File: config.mk
export PLATFORM = sky130hd
export DESIGN_NAME = hazard_unit
export DESIGN_NICKNAME = d
export VERILOG_FILES = /design/src/rtl/hazard_pkg.sv /design/src/rtl/mdu_busy_tracker.sv /design/src/rtl/hazard_unit.sv
export SDC_FILE = /design/constraint.sdc
export NUM_CORES = 1
export LEC_CHECK = 0
export CORE_UTILIZATION = 49
export CTS_CLUSTER_SIZE = 14
export DETAILED_ROUTE_END_ITERATION = 12
export DONT_BUFFER_PORTS = 1
export GPL_ROUTABILITY_DRIVEN = 0
export PLACE_DENSITY = 0.6
export SETUP_SLACK_MARGIN = 0.2
export SLEW_MARGIN = 10
export SYNTH_ARGS = -nofsm -noshare
export SYNTH_HDL_FRONTEND = slang
export SYNTH_SLANG_ARGS = --single-unit
File: constraint.sdc
create_clock -name clk -period 3.1 [get_ports clk]
set_clock_uncertainty 0.2 [all_clocks]
set_input_delay 0.62 -clock clk [delete_from_list [all_inputs] [get_ports clk]]
set_output_delay 0.62 -clock clk [all_outputs]
set_load 0.03 [all_outputs]
File: src/rtl/hazard_pkg.sv
`default_nettype none
// ============================================================================
//  Module      : hazard_pkg
//  Description : Shared types, constants and the forwarding-select helper
//                for the 5-stage pipeline hazard unit.
//                - fwd_sel_e  : EXE operand source select encoding
//                - reg_addr_t : widest register address the helper accepts
//                - REG_ZERO   : hardwired zero register address
//                - fwd_select : MEM-over-WB forwarding priority for one operand
//  Revision    : 1.0  initial release
// ============================================================================
package hazard_pkg;

    typedef enum logic [1:0] {
        FWD_REG = 2'b00,
        FWD_WB  = 2'b01,
        FWD_MEM = 2'b10
    } fwd_sel_e;

    // Callers zero-extend their REG_ADDR_W-bit addresses to this width, so
    // one helper serves any register-file size up to 2^32 entries.
    localparam int unsigned REG_ADDR_MAX_W = 32;
    typedef logic [REG_ADDR_MAX_W-1:0] reg_addr_t;

    localparam reg_addr_t REG_ZERO = '0;

    // The zero register never forwards: a write to r0 is discarded by the
    // register file, so the architectural value is always the regfile read.
    // Once src is known to be non-zero, a match on rd implies rd is non-zero.
    function automatic fwd_sel_e fwd_select(
        input reg_addr_t src,
        input logic      wr_mem,
        input reg_addr_t rd_mem,
        input logic      wr_wb,
        input reg_addr_t rd_wb
    );
        fwd_sel_e sel;
        sel = FWD_REG;
        if (src != REG_ZERO) begin
            // MEM holds the younger producer, so it wins over WB.
            if (wr_mem && (rd_mem == src)) begin
                sel = FWD_MEM;
            end else if (wr_wb && (rd_wb == src)) begin
                sel = FWD_WB;
            end
        end
        return sel;
    endfunction

endpackage
`default_nettype wire

File: src/rtl/mdu_busy_tracker.sv
`default_nettype none
// ============================================================================
//  Module      : mdu_busy_tracker
//  Description : Tracks an in-flight multi-cycle MDU operation. A start pulse
//                loads a down-counter with MDU_LATENCY; the unit is busy while
//                the counter is non-zero. A start arriving while busy reloads
//                the counter and sets a sticky overlap error.
//  Ports       : clk         - clock, rising edge
//                reset       - synchronous, active-high
//                start       - MDU op issuing this cycle
//                busy        - an MDU op is in flight
//                overlap_err - sticky: start seen while busy
//  Revision    : 1.0  initial release
// ============================================================================
module mdu_busy_tracker #(
    parameter int MDU_LATENCY = 8
) (
    input  logic clk,
    input  logic reset,
    input  logic start,
    output logic busy,
    output logic overlap_err
);

    generate
        if (MDU_LATENCY == 0) begin : g_never_busy
            // A zero-latency MDU is never busy, so no overlap can occur.
            assign busy        = 1'b0;
            assign overlap_err = 1'b0;
        end else begin : g_counter
            localparam int              c_cnt_w = $clog2(MDU_LATENCY + 1);
            localparam logic [c_cnt_w-1:0] c_load = c_cnt_w'(MDU_LATENCY);

            logic [c_cnt_w-1:0] r_cnt;
            logic               r_err;

            // Free-running: pipeline stalls and flushes do not cancel an op
            // that has already left EXE, so nothing but reset touches this.
            always_ff @(posedge clk) begin
                if (reset) begin
                    r_cnt <= '0;
                    r_err <= 1'b0;
                end else if (start) begin
                    r_cnt <= c_load;
                    if (r_cnt != '0) begin
                        r_err <= 1'b1;
                    end
                end else if (r_cnt != '0) begin
                    r_cnt <= r_cnt - c_cnt_w'(1);
                end
            end

            assign busy        = (r_cnt != '0);
            assign overlap_err = r_err;
        end
    endgenerate

endmodule
`default_nettype wire

File: src/rtl/hazard_unit.sv
`default_nettype none
// ============================================================================
//  Module      : hazard_unit
//  Description : Pipeline control-flow block for the 5-stage MIPS core.
//                Detects load-use and MDU-busy hazards, generates stall and
//                flush controls, EXE-stage forwarding selects, tracks MDU
//                occupancy and counts stall cycles (saturating).
//  Ports       : clk, reset                 - clock / sync active-high reset
//                rs_DEC, rt_DEC, *_used_DEC - DEC source registers and usage
//                mdu_use_DEC                - DEC instr needs the MDU / HI/LO
//                rs_EXE, rt_EXE, rd_EXE     - EXE register addresses
//                memread_EXE                - EXE instr is a load
//                mdu_start_EXE              - MDU op issues from EXE
//                branch_taken_EXE           - control transfer taken in EXE
//                rd_MEM/WB, regwrite_MEM/WB - later-stage writebacks
//                stall_IF, stall_DEC        - hold PC and IF/DEC register
//                flush_DEC, flush_EXE       - bubble into DEC / EXE
//                fwd_a_EXE, fwd_b_EXE       - operand selects (00/01/10)
//                mdu_busy                   - MDU op in flight
//                stall_count                - saturating stall-cycle count
//                mdu_overlap_err            - sticky MDU overlap flag
//  Revision    : 1.0  initial release
// ============================================================================
module hazard_unit
    import hazard_pkg::*;
#(
    parameter int REG_ADDR_W  = 5,
    parameter int MDU_LATENCY = 8,
    parameter int STALL_CNT_W = 16
) (
    input  logic                   clk,
    input  logic                   reset,
    input  logic [REG_ADDR_W-1:0]  rs_DEC,
    input  logic [REG_ADDR_W-1:0]  rt_DEC,
    input  logic                   rs_used_DEC,
    input  logic                   rt_used_DEC,
    input  logic                   mdu_use_DEC,
    input  logic [REG_ADDR_W-1:0]  rs_EXE,
    input  logic [REG_ADDR_W-1:0]  rt_EXE,
    input  logic [REG_ADDR_W-1:0]  rd_EXE,
    input  logic                   memread_EXE,
    input  logic                   mdu_start_EXE,
    input  logic                   branch_taken_EXE,
    input  logic [REG_ADDR_W-1:0]  rd_MEM,
    input  logic [REG_ADDR_W-1:0]  rd_WB,
    input  logic                   regwrite_MEM,
    input  logic                   regwrite_WB,
    output logic                   stall_IF,
    output logic                   stall_DEC,
    output logic                   flush_DEC,
    output logic                   flush_EXE,
    output logic [1:0]             fwd_a_EXE,
    output logic [1:0]             fwd_b_EXE,
    output logic                   mdu_busy,
    output logic [STALL_CNT_W-1:0] stall_count,
    output logic                   mdu_overlap_err
);

    localparam logic [STALL_CNT_W-1:0] c_cnt_max = '1;

    logic                   w_mdu_busy;
    logic                   w_overlap_err;
    logic                   w_lu;
    logic                   w_mh;
    logic                   w_hazard;
    logic                   w_stall;
    logic [1:0]             w_fwd_a;
    logic [1:0]             w_fwd_b;
    logic [STALL_CNT_W-1:0] r_stall_cnt;

    mdu_busy_tracker #(
        .MDU_LATENCY (MDU_LATENCY)
    ) u_mdu_busy_tracker (
        .clk         (clk),
        .reset       (reset),
        .start       (mdu_start_EXE),
        .busy        (w_mdu_busy),
        .overlap_err (w_overlap_err)
    );

    // A load into r0 produces nothing usable, so it never blocks DEC.
    assign w_lu = memread_EXE && (rd_EXE != '0) &&
                  ((rs_used_DEC && (rs_DEC == rd_EXE)) ||
                   (rt_used_DEC && (rt_DEC == rd_EXE)));

    assign w_mh     = mdu_use_DEC && w_mdu_busy;
    assign w_hazard = w_lu || w_mh;

    // A taken branch kills the DEC instruction, so holding it is pointless.
    assign w_stall = w_hazard && !branch_taken_EXE && !reset;

    assign stall_IF  = w_stall;
    assign stall_DEC = w_stall;
    assign flush_DEC = reset || branch_taken_EXE;
    // On a stall the instruction in DEC is held, so EXE must receive a bubble.
    assign flush_EXE = reset || branch_taken_EXE || w_hazard;

    assign w_fwd_a = fwd_select(reg_addr_t'(rs_EXE), regwrite_MEM,
                                reg_addr_t'(rd_MEM), regwrite_WB,
                                reg_addr_t'(rd_WB));
    assign w_fwd_b = fwd_select(reg_addr_t'(rt_EXE), regwrite_MEM,
                                reg_addr_t'(rd_MEM), regwrite_WB,
                                reg_addr_t'(rd_WB));

    assign fwd_a_EXE = reset ? 2'b00 : w_fwd_a;
    assign fwd_b_EXE = reset ? 2'b00 : w_fwd_b;

    always_ff @(posedge clk) begin
        if (reset) begin
            r_stall_cnt <= '0;
        end else if (w_stall && (r_stall_cnt != c_cnt_max)) begin
            r_stall_cnt <= r_stall_cnt + STALL_CNT_W'(1);
        end
    end

    assign mdu_busy        = w_mdu_busy;
    assign mdu_overlap_err = w_overlap_err;
    assign stall_count     = r_stall_cnt;

endmodule
`default_nettype wire

==> results.py <==
metrics = {
    "power": {
        "vdd_drop_max_mv": 0.202,
        "p_per_area_mw_per_mm2": 339,
        "p_leak_uw": 0.000497,
    },
    "drt": {
        "dr_total_vias": 1311,
        "viasPerCell": 6.10,
        "routedWlPerCell_microns": 14.6,
        "dr.pass1.iters": 8,
        "ant_nets": 0,
        "wirelength_mm": 3.14,
        "drt_iter0_drc": 75,
        "drcViolationCount": 8,
    },
    "die": {
        "io_pins": 71,
        "die_area_sq_mm": 0.00327,
        "die_y_microns": 57.2,
        "chipWidth_microns": 57.2,
        "rows": 19,
        "start_util_pct": 52.8,
        "fp.coreArea_sq_mm": 0.00283,
    },
    "place": {
        "dpl.hpwl_mm": 2.43,
        "dpl.cell_count": 211,
        "port_buffers": 0,
    },
    "clocking": {
        "clock_path_buffers": 2,
        "cts_made_buffers": 3,
        "numClockSinks": 21,
        "cts_tree": "built",
        "cts_resized": 0,
        "cts_max_level": 1,
        "cts-root-buf": "clkbuf_4",
        "insertion_delay_ns": 0.30,
        "clk_pin_slew_ns": 0.12,
        "cts_setup_buffers": 0,
        "postCtsHoldBufs": 0,
    },
    "finish": {
        "layout_common_cells": "xnor2_1, dfxtp_1, a21oi_1, nor2_1",
        "drive_above_1_share_pct": 9.24,
        "area_growth_pct": 4.69,
        "antenna_cells": 0,
        "fin_util_pct": 55.2,
        "final_common_cell": "xnor2_1",
        "layout.cells.non_filler": 215,
        "fin_nets": 232,
    },
    "synth": {
        "postSynthAreaPerCell_sq_um": 8.34,
        "yosysWarnings": 0,
        "synth_seq_cells": 21,
        "synthCells": 179,
        "yosysSeqAreaShare_pct": 28.2,
        "synth_cell_types": 39,
        "netlist_area_sq_mm": 0.00149,
        "syn_nets": 226,
    },
    "setup_path": {
        "worstSetupEndpointType": "output pin",
        "r2r_start": "u_mdu_busy_tracker.g_counter.r_cnt[0]",
        "reg2reg_to": "stall_count[12]",
        "rrSetupSlack_ns": 0.52,
        "crit_path_cell_trace": "inv_1 > ha_1 > or3b_1 > nand2_4 > o21a_1 > nor2_1 > buf_4",
        "max_stage_delay_ns": 0.42,
        "cp_top_family": "simple AND/OR/NAND/NOR gates",
        "path_class": "reg -> out",
        "worstPathArrival_ns": 1.79,
        "reg2reg_depth": 8,
        "worstPathRequired_ns": 2.28,
        "critPathBufInv": 2,
        "cp_slowest_cell": "or3b_1",
        "cp_max_fo": 4,
        "cp-start-kind": "flop",
    },
    "timing": {
        "whs_ns": 0.169,
        "period_needed_ns": 2.61,
        "rsz0062_at_grt": "no",
        "post-route-period-util_pct": 84.3,
        "worst_pin_slew_ns": 0.478,
        "drv_slew": 0,
        "max_freq_ghz": 0.383,
        "setup_tns_ns": 0,
        "finalHoldViolations": 0,
        "maxSlewHeadroom_pct": 68.1,
        "setup_viol": 0,
    },
    "run_status": {
        "violations": "DRC",
        "status": "finished with violations",
    },
    "global_route": {
        "grt_pass1_vias": 1232,
        "antenna_found_initial": 0,
        "grt_max_degree": 29,
        "grt_usage_pct": 20.1,
        "grt_remaining_overflow": 0,
        "grt_pass1_wl_mm": 5.28,
    },
    "flow_run": {
        "maxCapViolCount": 0,
    },
    "hold_path": {
        "min_from": "reset",
        "hold_path_end": "stall_count[2]",
        "hp-class": "in -> reg",
        "hold_depth": 1,
    },
}
## sequential cells by signal, indices dropped and copies added (netlist names)
register / cells
u_mdu_busy_tracker.overlap_err: 1
u_mdu_busy_tracker.g_counter.r_cnt: 4
stall_count: 16
## logic make-up after synthesis
group / count (synthesis) / synth area share (%)
compound gates: 36 / 16.3
xor+xnor: 33 / 19.4
fa+ha+maj: 2 / 1.68
buf+inv: 13 / 5.03
flops: 21 / 28.2
mux: 1 / 0.671
simple gates: 73 / 28.8
## worst max-delay path by stage
stage	from	slack, ns	to	cells past startpoint
final	u_mdu_busy_tracker.g_counter.r_cnt[0]	0.49	stall_DEC	7
after global routing	u_mdu_busy_tracker.g_counter.r_cnt[0]	0.35	stall_count[15]	8
after CTS	u_mdu_busy_tracker.g_counter.r_cnt[0]	0.46	stall_DEC	7
after detailed placement	reset	0.48	stall_count[12]	5
after global placement	rd_EXE[1]	0.55	stall_DEC	5
after floorplan	rd_EXE[1]	0.30	stall_IF	6
## layout make-up
cell class | count | area (sq um)
fill | 267 | 1270
clock buffer | 3 | 22.5
sequential | 21 | 420
tap | 31 | 38.8
clock inverter | 1 | 5.00
inverter | 7 | 26.3
timing repair buffer | 7 | 52.6
multi-input combinational | 145 | 997
## worst reg2reg max path: stages (launching register included)
cell	delay, ns
dfxtp_1	0.38
inv_1	0.05
ha_1	0.22
or3b_1	0.24
nand2_4	0.07
a221oi_2	0.31
nand2_2	0.33
or4b_1	0.57
a21oi_1	0.16
## per-layer routing
layer | vias to the layer above | GRT usage, % | wire length, microns
met5 | - | 0 | 0
met4 | 0 | 3.14 | 19
met3 | 2 | 6.80 | 237
met2 | 40 | 34.1 | 1400
met1 | 591 | 25.2 | 1480
li1 | 678 | - | -
## synth_stat cells
library cell  count  area, sq um
a221oi_2          1         15.0
and3_1            6         37.5
xnor2_1          24          210
o41ai_1           3         26.3
or2_2             1         6.26
inv_1             7         26.3
nand3_1           9         45.0
or3_1             5         31.3
nand2_1           7         26.3
buf_6             3         33.8
mux2i_1           1         10.0
ha_1              2         25.0
nand2b_1          2         12.5
xor2_1            9         78.8
nand2_4           1         11.3
dfxtp_1          21          420
nand2_2           1         6.26
a211oi_1          1         7.51
a21oi_1          15         75.1
o21ai_2           1         8.76
nand3b_1          1         7.51
nor2_1           11         41.3
or3b_1            1         8.76
clkbuf_1          2         7.51
or4b_1            3         30.0
o221ai_2          1         15.0
nor3b_1           2         15.0
a2111oi_0         1         8.76
nor2b_1           2         12.5
o22a_1            1         8.76
o21ai_0           1         5.00
o31ai_1           6         45.0
nand4_1           6         37.5
buf_4             1         7.51
nor4_1            5         31.3
o21a_1            1         7.51
or4_1             8         60.1
nor3_1            2         10.0
o21ai_1           4         20.0
## through the flow
stage | setup slack (ns) | instance area, sq um | total power, uW
after floorplan | 0.298 | 1490 | 401
after global placement | 0.554 | 1540 | 404
after detailed placement | 0.482 | 1540 | 406
after CTS | 0.455 | 1560 | 542
after global routing | 0.350 | 1560 | 565
final | 0.486 | 1560 | 530
## power by group
group	switching, uW	internal [uW]	leakage [uW]	total, uW
sequential	10.1	277	0.000170	287
combinational	56.9	55.3	0.000309	112
clock	82.8	48.0	0.0000177	131
total	150	380	0.000497	530
(Power assumes the default switching activity.)
